## src/rtl/card_bus_arbiter.sv

```systemverilog
// Per-6502-cycle read-data arbiter for the slot cards: samples card claims after decode
// settles, drives the winning byte through phi0 plus a hold window, and merges card IRQs.
module card_bus_arbiter #(
    parameter int NUM_REQ        = 3,
    parameter int SAMPLE_DELAY   = 4,
    parameter int HOLD_CYCLES    = 2,
    parameter int IRQ_OUT_ENABLE = 0,
    parameter int CNT_W          = 16
) (
    input  logic                 clk_logic,
    input  logic                 system_reset_n,
    input  logic                 phi1_posedge_i,
    input  logic                 phi1_negedge_i,
    input  logic [NUM_REQ-1:0]   req_i,
    input  logic [NUM_REQ*8-1:0] data_i,
    input  logic [NUM_REQ-1:0]   irq_n_i,
    output logic                 data_out_en_o,
    output logic [7:0]           data_out_o,
    output logic [NUM_REQ-1:0]   grant_o,
    output logic                 irq_n_o,
    output logic                 conflict_o,
    output logic [CNT_W-1:0]     conflict_count_o
);

    typedef enum logic [1:0] {ST_IDLE, ST_WAIT, ST_DRIVE, ST_HOLD} state_t;

    // Counters hold "cycles remaining minus one" so the terminal test is always cnt == 0.
    localparam logic [7:0] SAMPLE_LOAD = 8'(SAMPLE_DELAY - 1);
    localparam logic [7:0] HOLD_LOAD   = (HOLD_CYCLES > 0) ? 8'(HOLD_CYCLES - 1) : 8'd0;

    state_t               state_q, state_d;
    logic [7:0]           cnt_q, cnt_d;
    logic [NUM_REQ-1:0]   grant_q, grant_d;
    logic                 conflict_q, conflict_d;
    logic [CNT_W-1:0]     count_q;
    logic                 irq_q;
    logic [7:0]           data_q;

    logic [NUM_REQ-1:0]   pri_grant;
    logic [NUM_REQ-1:0]   sel_grant;
    logic [7:0]           data_sel;
    logic                 multi_req;
    logic                 sample;
    logic                 held_req;
    logic                 load_data;

    always_comb begin
        pri_grant = '0;
        for (int k = NUM_REQ - 1; k >= 0; k--) begin
            if (req_i[k]) begin
                pri_grant    = '0;
                pri_grant[k] = 1'b1;
            end
        end
        multi_req = |(req_i & (req_i - NUM_REQ'(1)));
        sample    = (state_q == ST_WAIT) && (cnt_q == 8'd0);
        held_req  = |(req_i & grant_q);
        sel_grant = sample ? pri_grant : grant_q;
        load_data = sample || (state_q == ST_DRIVE);
        data_sel  = 8'd0;
        for (int k = 0; k < NUM_REQ; k++) begin
            if (sel_grant[k]) data_sel = data_i[8*k +: 8];
        end
    end

    always_ff @(posedge clk_logic or negedge system_reset_n) begin
        if (!system_reset_n) begin
            state_q    <= ST_IDLE;
            cnt_q      <= 8'd0;
            grant_q    <= '0;
            conflict_q <= 1'b0;
            count_q    <= '0;
            irq_q      <= 1'b1;
        end else begin
            state_q    <= state_d;
            cnt_q      <= cnt_d;
            grant_q    <= grant_d;
            conflict_q <= conflict_d;
            irq_q      <= &irq_n_i;
            if (conflict_q && (count_q != '1)) count_q <= count_q + CNT_W'(1);
        end
    end

    // Byte register is frozen outside sample/DRIVE; the output gate hides it while idle.
    always_ff @(posedge clk_logic) begin
        if (load_data) data_q <= data_sel;
    end

    always_comb begin
        state_d    = state_q;
        cnt_d      = cnt_q;
        grant_d    = grant_q;
        conflict_d = 1'b0;
        if (phi1_negedge_i) begin
            state_d = ST_WAIT;
            cnt_d   = SAMPLE_LOAD;
            grant_d = '0;
        end else begin
            case (state_q)
                ST_IDLE: grant_d = '0;
                ST_WAIT: begin
                    if (cnt_q == 8'd0) begin
                        conflict_d = multi_req;
                        if (req_i == '0) begin
                            state_d = ST_IDLE;
                            grant_d = '0;
                        end else begin
                            state_d = ST_DRIVE;
                            grant_d = pri_grant;
                        end
                    end else begin
                        cnt_d = cnt_q - 8'd1;
                    end
                end
                ST_DRIVE: begin
                    if (!held_req) begin
                        state_d = ST_IDLE;
                        grant_d = '0;
                    end else if (phi1_posedge_i) begin
                        if (HOLD_CYCLES == 0) begin
                            state_d = ST_IDLE;
                            grant_d = '0;
                        end else begin
                            state_d = ST_HOLD;
                            cnt_d   = HOLD_LOAD;
                        end
                    end
                end
                ST_HOLD: begin
                    if (cnt_q == 8'd0) begin
                        state_d = ST_IDLE;
                        grant_d = '0;
                    end else begin
                        cnt_d = cnt_q - 8'd1;
                    end
                end
                default: begin
                    state_d = ST_IDLE;
                    grant_d = '0;
                end
            endcase
        end
    end

    always_comb begin
        data_out_en_o    = |grant_q;
        grant_o          = grant_q;
        data_out_o       = data_out_en_o ? data_q : 8'd0;
        conflict_o       = conflict_q;
        conflict_count_o = count_q;
        irq_n_o          = (IRQ_OUT_ENABLE != 0) ? irq_q : 1'b1;
    end

endmodule
```

## config.mk

```make
export PLATFORM = sky130hd
export DESIGN_NAME = card_bus_arbiter
export DESIGN_NICKNAME = d
export VERILOG_FILES = /design/src/rtl/card_bus_arbiter.sv
export SDC_FILE = /design/constraint.sdc
export NUM_CORES = 1
export LEC_CHECK = 0
export CORE_AREA = 4 4 83 85
export DETAILED_ROUTE_END_ITERATION = 8
export DIE_AREA = 0 0 87 89
export PLACE_DENSITY = 0.66
export SLEW_MARGIN = 20
export SYNTH_ARGS = -nofsm -noshare
export SYNTH_HDL_FRONTEND = slang
export SYNTH_SLANG_ARGS = --single-unit
```

## constraint.sdc

```tcl
create_clock -name clk_logic -period 2.3 [get_ports clk_logic]
set_input_delay 0.46 -clock clk_logic [delete_from_list [all_inputs] [get_ports clk_logic]]
set_output_delay 0.46 -clock clk_logic [all_outputs]
set_load 0.02 [all_outputs]
```

Word level (Yosys, flattened, before mapping)

Cells that the tools add are included.

Bits of input ports: 34
Bits in registers: 38
Logic and storage cells: 66
Output and inout port bits: 30

Mux-type cells: 29
$add $sub $neg: 3
Reduce and logical (&&, ||, !) cells: 15
Equality and inequality tests: 11
Bitwise operators: 2

Operators by type and width:

| kind                    | number |
|---|---|
| $mux W8                 | 8 |
| $mux W3                 | 9 |
| $add A16 B1 Y16 const B | 1 |
| $ne A16 B16 Y1 const B  | 1 |
| $pmux W8 S2             | 1 |
| $ne A3 B3 Y1 const B    | 5 |
| $mux W2                 | 6 |
| $pmux W3 S4             | 1 |
| $reduce_or A3 Y1        | 3 |
| $logic_not A8 Y1        | 1 |
| $reduce_and A4 Y1       | 2 |
| $sub A8 B1 Y8 const B   | 1 |
| $and A3 B3 Y3           | 2 |
| $pmux W2 S3             | 1 |
| $eq A2 B2 Y1 const B    | 2 |
| $ne A4 B4 Y1 const B    | 1 |
| $reduce_bool A4 Y1      | 1 |
| $logic_not A3 Y1        | 1 |
| $mux W1                 | 3 |
| $ne A3 B2 Y1 const B    | 1 |
| $reduce_and A3 Y1       | 1 |
| $reduce_bool A3 Y1      | 1 |
| $sub A3 B1 Y3 const B   | 1 |
| $eq A2 B1 Y1 const B    | 1 |
| other kinds (4)         | 5 |

Logic depth before layout (Yosys ltp)

Gate-level depths: netlist of run 1.

Depth after elaboration: 7
Gate-level depth with buffers: 9
Gate-level depth less buffers: 6

Worst setup path before layout of run 1

No wires, ideal clock.

Path type: register to register
From: register cnt_q[2]
To: register data_q[0], data pin
Arrival: 1.804 ns
Cell stages (with the launch flop): 7
Library setup time: 0.262 ns
Required time: 2.038 ns
Period minus slack after synthesis: 2.067 ns
Buffers on the path: 2
Slack: 0.233 ns
Cells stage by stage: dfrtp_1 > or4_1 > buf_6 > o31ai_4 > and2_1 > buf_6 > a31oi_1

Longest elaborated chain between the ends: 6

Ends and longest elaborated chain:

| what                     | RTL line | RTL |
|---|---|---|
| start: declaration       | 32       | `logic [7:0] cnt_q, cnt_d;` |
| start signal: assignment | 76       | `cnt_q <= cnt_d;` |
| $logic_not A8 Y1 *       | 56       | `sample = (state_q == ST_WAIT) && (cnt_q == 8'd0);` |
| $logic_and A1 B1 Y1 *    | 56       |  |
| $mux W3 *                | 58       | `sel_grant = sample ? pri_grant : grant_q;` |
| $mux W8 (2 in series)    | 62       | `if (sel_grant[k]) data_sel = data_i[8*k +: 8];` |
| $mux W8 *                | 62       |  |
| via data_sel[0]          | 41       | `logic [7:0] data_sel;` |
| end signal: assignment   | 86       | `if (load_data) data_q <= data_sel;` |
| end: declaration         | 37       | `logic [7:0] data_q;` |

Mark *: on every way through the listed nets, which the timed path passes. The rest lies on a longest branch.
A chain may end at the register's enable or synchronous reset.

Worst setup path after layout of run 1

From: register grant_q[2], in the netlist grant_o[2]
To: output port data_out_o[7]

Longest elaborated chain between the ends: 2

Ends and longest elaborated chain:

| what                     | RTL line | RTL |
|---|---|---|
| start: declaration       | 33       | `logic [NUM_REQ-1:0] grant_q, grant_d;` |
| start signal: assignment | 77       | `grant_q <= grant_d;` |
| $reduce_or A3 Y1         | 146      | `data_out_en_o = \|grant_q;` |
| $mux W8                  | 148      | `data_out_o = data_out_en_o ? data_q : 8'd0;` |
| end: declaration         | 18       | `output logic [7:0] data_out_o,` |

No other way between the ends.

==> results of run 1 <==
worst paths after layout:
path                                            from                   end  slack [ns]  depth (start not counted)
worst max register to register              cnt_q[4]             data_q[2]        0.20                          4
min in group asynchronous             system_reset_n              cnt_q[0]        0.55                          2
worst min-delay path            conflict_count_o[10]  conflict_count_o[10]        0.50                          1
worst max-delay path                      grant_o[2]         data_out_o[7]        0.16                          4
max in group asynchronous             system_reset_n            grant_o[2]        1.44                          2
worst min register to register  conflict_count_o[10]  conflict_count_o[10]        0.50                          1
cells by family after synthesis:
group                      count (synthesis)
AOI/OAI and AO/OA                         71
and+or+nand+nor                           87
other                                      1
xor gates and xnor gates                  15
adders and majority gates                  3
muxes                                      5
DFF                                       38
buffers and inverters                     22
cell usage after synthesis (3+ instances only):
library cell / instances
o21ai_0: 3
nor3_1: 3
xnor2_1: 10
xor2_1: 5
nor2_1: 9
nand2_1: 18
clkbuf_1: 6
nand3b_1: 7
edfxtp_1: 8
inv_1: 8
or4_1: 3
a31oi_1: 25
mux2_2: 4
a21oi_1: 19
nand4_1: 7
and3_1: 4
and4_1: 3
and2_1: 3
dfrtp_1: 30
o31ai_1: 3
nor2b_1: 8
nand3_1: 6
a2bb2oi_1: 8
area by class of cell:
class | instances | area, um2
sequential | 38 | 992
inverter | 8 | 30.0
tap | 77 | 96.3
clock inverter | 1 | 30.0
timing repair buffer | 79 | 741
fill | 565 | 2990
clock buffer | 7 | 86.3
multi-input combinational | 182 | 1240
power groups by stage:
stage	sequential [W]	combinational (W)	clock, W
finish	0.000868	0.00106	0.000581
global route	0.000881	0.00116	0.000632
CTS	0.000870	0.00106	0.000602
detailed placement	0.000883	0.00105	0
global placement	0.000879	0.00104	0
floorplan	0.000900	0.000639	0
registers in the layout (all words and copies together), names as in the netlist:
| signal | flops |
|---|---|
| cnt_q | 8 |
| state_q | 2 |
| conflict_count_o | 16 |
| data_q | 8 |
| conflict_o | 1 |
| grant_o | 3 |
metrics by stage:
stage	total power [W]	hold slack, ns	instance area (um2)	std cells
after floorplan	0.00154	0.164	2370	242
after global placement	0.00192	0.481	3100	384
after detailed placement	0.00194	0.502	3100	384
after CTS	0.00253	0.513	3220	392
after global routing	0.00267	0.539	3220	392
final	0.00250	0.501	3220	392
per-layer routing:
| metal | vias up | GRT usage, % |
|---|---|---|
| li1 | 1061 | - |
| met1 | 1003 | 23.1 |
| met2 | 56 | 24.6 |
| met3 | 6 | 2.76 |
| met4 | 0 | 3.68 |
| met5 | - | 0 |
repair_timing:
item | CTS | global route
setup endpoints to repair | 0 | 4
gates resized for setup | 0 | 1
hold endpoints to repair | 0 | 0
worst max-delay path, delay by kind of cell (launching register included):
kind                   cells  cell delay (ns)
and+or+nand+nor            2             0.18
DFF                        1             0.43
buffers and inverters      2             0.77
==> key figures, run 1 <==
Status
  • Outcome: finished, final reports clean

Power and ir drop
  • Combinational share of power: between 40 and 50%
  • Clock share of power: a little under a quarter
  • Maximum vdd drop: approximately 0.53 mV
  • Pwr/cell area: approximately 800 nW/um2
  • Seq pwr share: between 30% and 40%
  • Leak Pwr: 1.31 nW
  • Switching share of total power: 34.1%
  • Pint: around 0.0017 W
  • NetSw: around 0.00085 W

Synthesis
  • Synth unique cells: 58
  • Main combinational cell family by area after synthesis: simple AND/OR/NAND/NOR gates
  • Syn Area/Cell: between 9 and 10 um2
  • Leading area contributor after synthesis: dfrtp_1
  • Ys flop type: dfrtp_1
  • Mapped Cells: about 240
  • XOR/XNOR Fraction of Synth Area: under 10%
  • Post-synthesis adder-cell area fraction: approximately 1.5%
  • Synth top area cells: dfrtp_1 (32%), edfxtp_1 (10%), a31oi_1 (6.6%)
  • Synth Net Count: between 200 and 300
  • Simple-Gate Fraction of Synth Area: approximately 22%
  • Post-synth EDFFs: 8
  • Register area share after synthesis: between 40% and 50%
  • Multiplexer share of the synthesized area: around 2.3%
  • Share of Yosys cell area claimed by the top area cell type: about a third
  • Compound-Gate Fraction of Synth Area: roughly a fifth
  • Synthesized cell area: between 2000 and 2500 um2
  • Yosys warning total: 0
  • Yosys reg bits: 38
  • Fraction of registers with async set/reset: just under 80%

Floorplan
  • Die W: around 87 um
  • Num rows: 29
  • I/O pins: 64
  • Core footprint: slightly above 6000 um2
  • Die Area: approximately 7700 um2
  • Die Ht: approximately 89 um
  • Initial Util: 38.3%

Timing
  • Worst rel slew slack: between 60% and 70%
  • Max Clk Rate: roughly 470 MHz
  • Final Setup Violations: 0
  • Period utilisation layout: 92.9%
  • Setup tns final: 0 ns
  • Final Max Tran Viols: 0
  • Final Hold Violating Endpoints: 0
  • Setup slack after layout: about 0.16 ns
  • Worst clock skew: between 0.007 and 0.008 ns
  • Worst Tran Pin Value: between 0.5 and 0.6 ns
  • Tmin final: approximately 2.1 ns
  • Unrepaired setup endpoints after global routing: false

Drt
  • DR WL met2: ~2700 um
  • Post-route ant nets: 0
  • M1 WL: ~2800 um
  • Routed len/inst: between 10 and 15 um
  • Highest metal used: met4
  • DRC violations left: 0
  • DRT Wirelength: roughly 5800 um
  • TritonRoute pass-1 iters: 4
  • Met3 wire len: about 280 um
  • DR vias: 2126
  • Iter 0 DRT Violations: ~120
  • DR vias/cell: about 5.4

Layout
  • Commonest non-fill, non-tap cell in the layout: clkdlybuf4s50_1
  • Diodes inserted: 0
  • Most frequent cells in the layout: clkdlybuf4s50_1 (59), dfrtp_1 (29), a31oi_1 (25)
  • Final nets: 350
  • Layout cells sized above 1: 12.4%
  • Fin util: about half
  • Area growth syn-to-layout: 35.5%

Global routing
  • First-pass GRT wire length: 9800 um
  • Vias in the first global route: 1984
  • Total congestion overflow: 0
  • Tot GR Track Use: 15.9%
  • Largest net degree at the start of global routing: 31
  • Initial antenna violation count: 0

Clocking
  • TritonCTS clock tree: yes
  • Root cell of the clock tree: clkbuf_8
  • TritonCTS buffer count: 5
  • Postcts setup bufs: 0
  • Hold buffer count at cts: 0
  • Clock Latency Late Sink: approximately 0.28 ns
  • Maximum buffer depth of the clock tree: 2
  • Clock transition at path regs: around 0.07 ns
  • Htree depth: 2
  • Sink Count: 38

Run
  • Max-cap violation count: 0

Placement
  • RD Place Congestion: around 0.86
  • Input/output buffers: just under 60
  • Post-place setup slack: 0.0563 ns
  • DP HPWL: roughly 4400 um

Setup path
  • Maximum fanout along the worst path: 9
  • Arr. time, crit path: ~1.7 ns
  • Crit path launch type: flop
  • Max incr delay on CP: about 0.61 ns
  • Crit-path cells: nor3_1 > buf_4 > nor2b_1 > clkdlybuf4s50_1
  • Crit path max-delay cell type: clkdlybuf4s50_1
  • Crit end category: output pin
  • Setup CP Type: reg2out
  • Worst Path Required: between 1.5 and 2 ns

Worst hold path
  • HP Class: reg2reg
No activity file was read; power rests on OpenSTA's default activity.
==> run 2: changes to the inputs <==
==> constraint.sdc (replaced) <==
create_clock -name clk_logic -period 2.3 [get_ports clk_logic]
set_input_delay 0.46 -clock clk_logic [delete_from_list [all_inputs] [get_ports clk_logic]]
set_output_delay 0.46 -clock clk_logic [all_outputs]
set_load 0.01 [all_outputs]
==> key figures, run 2 (same netlist as run 1, synthesis figures left out) <==
Status
  • Outcome: finished, final reports clean (unchanged)

Timing
  • Tmin final: 2.14 ns (about the same)
  • Final Setup Violations: 0 (unchanged)
  • Final Max Tran Viols: 0 (unchanged)
  • Max Clk Rate: 467 MHz (was 468 MHz)
  • Setup tns final: 0 ns (unchanged)
  • Final Hold Violating Endpoints: 0 (unchanged)
  • Worst Tran Pin Value: 0.570 ns (was 0.531 ns)
  • Unrepaired setup endpoints after global routing: false (unchanged)
  • Worst clock skew: 0.00680 ns (was 0.00778 ns)
  • Worst rel slew slack: 61.0% (was 63.7%)
  • Period utilisation layout: 93.1% (was 92.9%)

Clocking
  • TritonCTS clock tree: yes (unchanged)
  • Clock Latency Late Sink: 0.29 ns (was 0.28 ns)
  • Number of gates resized after cts: 0 (unchanged)
  • Postcts setup bufs: 0 (unchanged)
  • TritonCTS buffer count: 5 (unchanged)
  • Htree depth: 2 (unchanged)
  • Root cell of the clock tree: clkbuf_8 (unchanged)
  • Maximum buffer depth of the clock tree: 2 (unchanged)
  • Clock transition at path regs: 0.08 ns (was 0.07 ns)
  • Hold buffer count at cts: 0 (unchanged)
  • Sink Count: 38 (unchanged)

Setup path
  • Max incr delay on CP: 0.55 ns (was 0.61 ns)
  • Crit path max-delay cell type: clkdlybuf4s50_1 (unchanged)
  • Setup CP Type: reg2out (unchanged)
  • Maximum fanout along the worst path: 9 (unchanged)
  • Crit path max-delay family: buffers and inverters (unchanged)
  • Crit end category: output pin (unchanged)
  • Worst Path Required: 1.84 ns (about the same)
  • Crit-path cells: nor3_1 > buf_4 > nor2b_1 > clkdlybuf4s50_1 (unchanged)
  • Buf+Inv Stages, Crit Path: 2 (unchanged)
  • Crit path launch type: flop (unchanged)
  • Arr. time, crit path: 1.68 ns (about the same)

Global routing
  • First-pass GRT wire length: 9580 um (was 9800 um)
  • Initial antenna violation count: 0 (unchanged)
  • Largest net degree at the start of global routing: 31 (unchanged)
  • Total congestion overflow: 0 (unchanged)
  • Tot GR Track Use: 15.5% (was 15.9%)
  • Vias in the first global route: 1967 (was 1984)

Floorplan
  • Initial Util: 38.3% (unchanged)
  • Die Ht: 89 um (unchanged)
  • I/O pins: 64 (unchanged)
  • Die Area: 7740 um2 (unchanged)
  • Num rows: 29 (unchanged)
  • Die W: 87 um (unchanged)
  • Core footprint: 6200 um2 (unchanged)

Drt
  • DR vias: 2113 (was 2126)
  • DR vias/cell: 5.39 (was 5.42)
  • DRC violations left: 0 (unchanged)
  • Routed len/inst: 14.9 um (about the same)
  • TritonRoute pass-1 iters: 4 (unchanged)
  • Iter 0 DRT Violations: 83 (was 124)
  • DRT Wirelength: 5840 um (was 5830 um)
  • Post-route ant nets: 0 (unchanged)

Layout
  • Final Non-Filler Cells: 392 (unchanged)
  • Final nets: 350 (unchanged)
  • Diodes inserted: 0 (unchanged)
  • Layout cells sized above 1: 12.1% (was 12.4%)
  • Largest register FFs: 16 (unchanged)
  • Area growth syn-to-layout: 34.1% (was 35.5%)
  • Commonest non-fill, non-tap cell in the layout: clkdlybuf4s50_1 (unchanged)
  • Most frequent cells in the layout: clkdlybuf4s50_1 (59), dfrtp_1 (30), a31oi_1 (25) (was clkdlybuf4s50_1 (59), dfrtp_1 (29), a31oi_1 (25))

Placement
  • Input/output buffers: 59 (unchanged)
  • DP HPWL: 4410 um (about the same)
  • Post-placement cell count: 384 (unchanged)
  • RD Place Congestion: 0.907 (was 0.862)

Run
  • Max-cap violation count: 0 (unchanged)

Power and ir drop
  • Pwr/cell area: 725 nW/um2 (was 779 nW/um2)
  • Maximum vdd drop: 0.343 mV (was 0.525 mV)
  • Leak Pwr: 1.29 nW (was 1.31 nW)

Worst hold path
  • HP Class: reg2reg (unchanged)
-- run 2: cell type report --
class	instances	area, um2
Timing Repair Buffer	79	741
Tap cell	77	96.3
Clock buffer	5	68.8
Fill cell	574	3020
Sequential cell	38	991
Clock inverter	3	16.3
Multi-Input combinational cell	182	1240
Inverter	8	30.0
-- run 2: final timing paths --
| check | start | endpoint | slack [ns] | cells past startpoint |
|---|---|---|---|---|
| setup / recovery | grant_o[2] | data_out_o[4] | 0.16 | 4 |
| min in group asynchronous | system_reset_n | state_q[0] | 0.55 | 2 |
| max in group asynchronous | system_reset_n | conflict_o | 1.46 | 2 |
| hold / removal | conflict_count_o[10] | conflict_count_o[10] | 0.50 | 1 |
| hold reg to reg | conflict_count_o[10] | conflict_count_o[10] | 0.50 | 1 |
| setup reg to reg | cnt_q[4] | data_q[2] | 0.18 | 4 |
-- run 2: metrics by stage --
step	hold WS, ns	cell area (um2)	setup WS, ns	total power, W	utilization, %
after floorplan	0.164	2370	0.233	0.00148	-
after global placement	0.485	3100	0.0631	0.00186	49.9
after detailed placement	0.501	3100	0.0797	0.00187	49.9
after CTS	0.513	3180	0.143	0.00233	51.3
after global routing	0.528	3180	0.0573	0.00247	51.3
final	0.504	3180	0.160	0.00231	51.3
-- run 2: power by group --
| part | switching, W | internal (W) | total [W] |
|---|---|---|---|
| logic | 0.000489 | 0.000501 | 0.000991 |
| clock network | 0.000240 | 0.000208 | 0.000448 |
| registers | 0.0000766 | 0.000794 | 0.000871 |
| total | 0.000806 | 0.00150 | 0.00231 |
-- run 2: worst reg2reg max path, stage by stage, from the launching register on --
cell,delay (ns)
dfrtp_1,0.44
or4_1,0.65
o31ai_4,0.28
and2_1,0.32
a31oi_1,0.17
-- run 2: layer usage --
| layer | global-route usage, % | share of wire (%) | vias up |
|---|---|---|---|
| met4 | 3.40 | 0.77 | 0 |
| met1 | 22.7 | 50 | 1001 |
| met5 | 0 | 0 | - |
| li1 | - | - | 1062 |
| met3 | 2.86 | 4.7 | 5 |
| met2 | 23.9 | 45 | 45 |
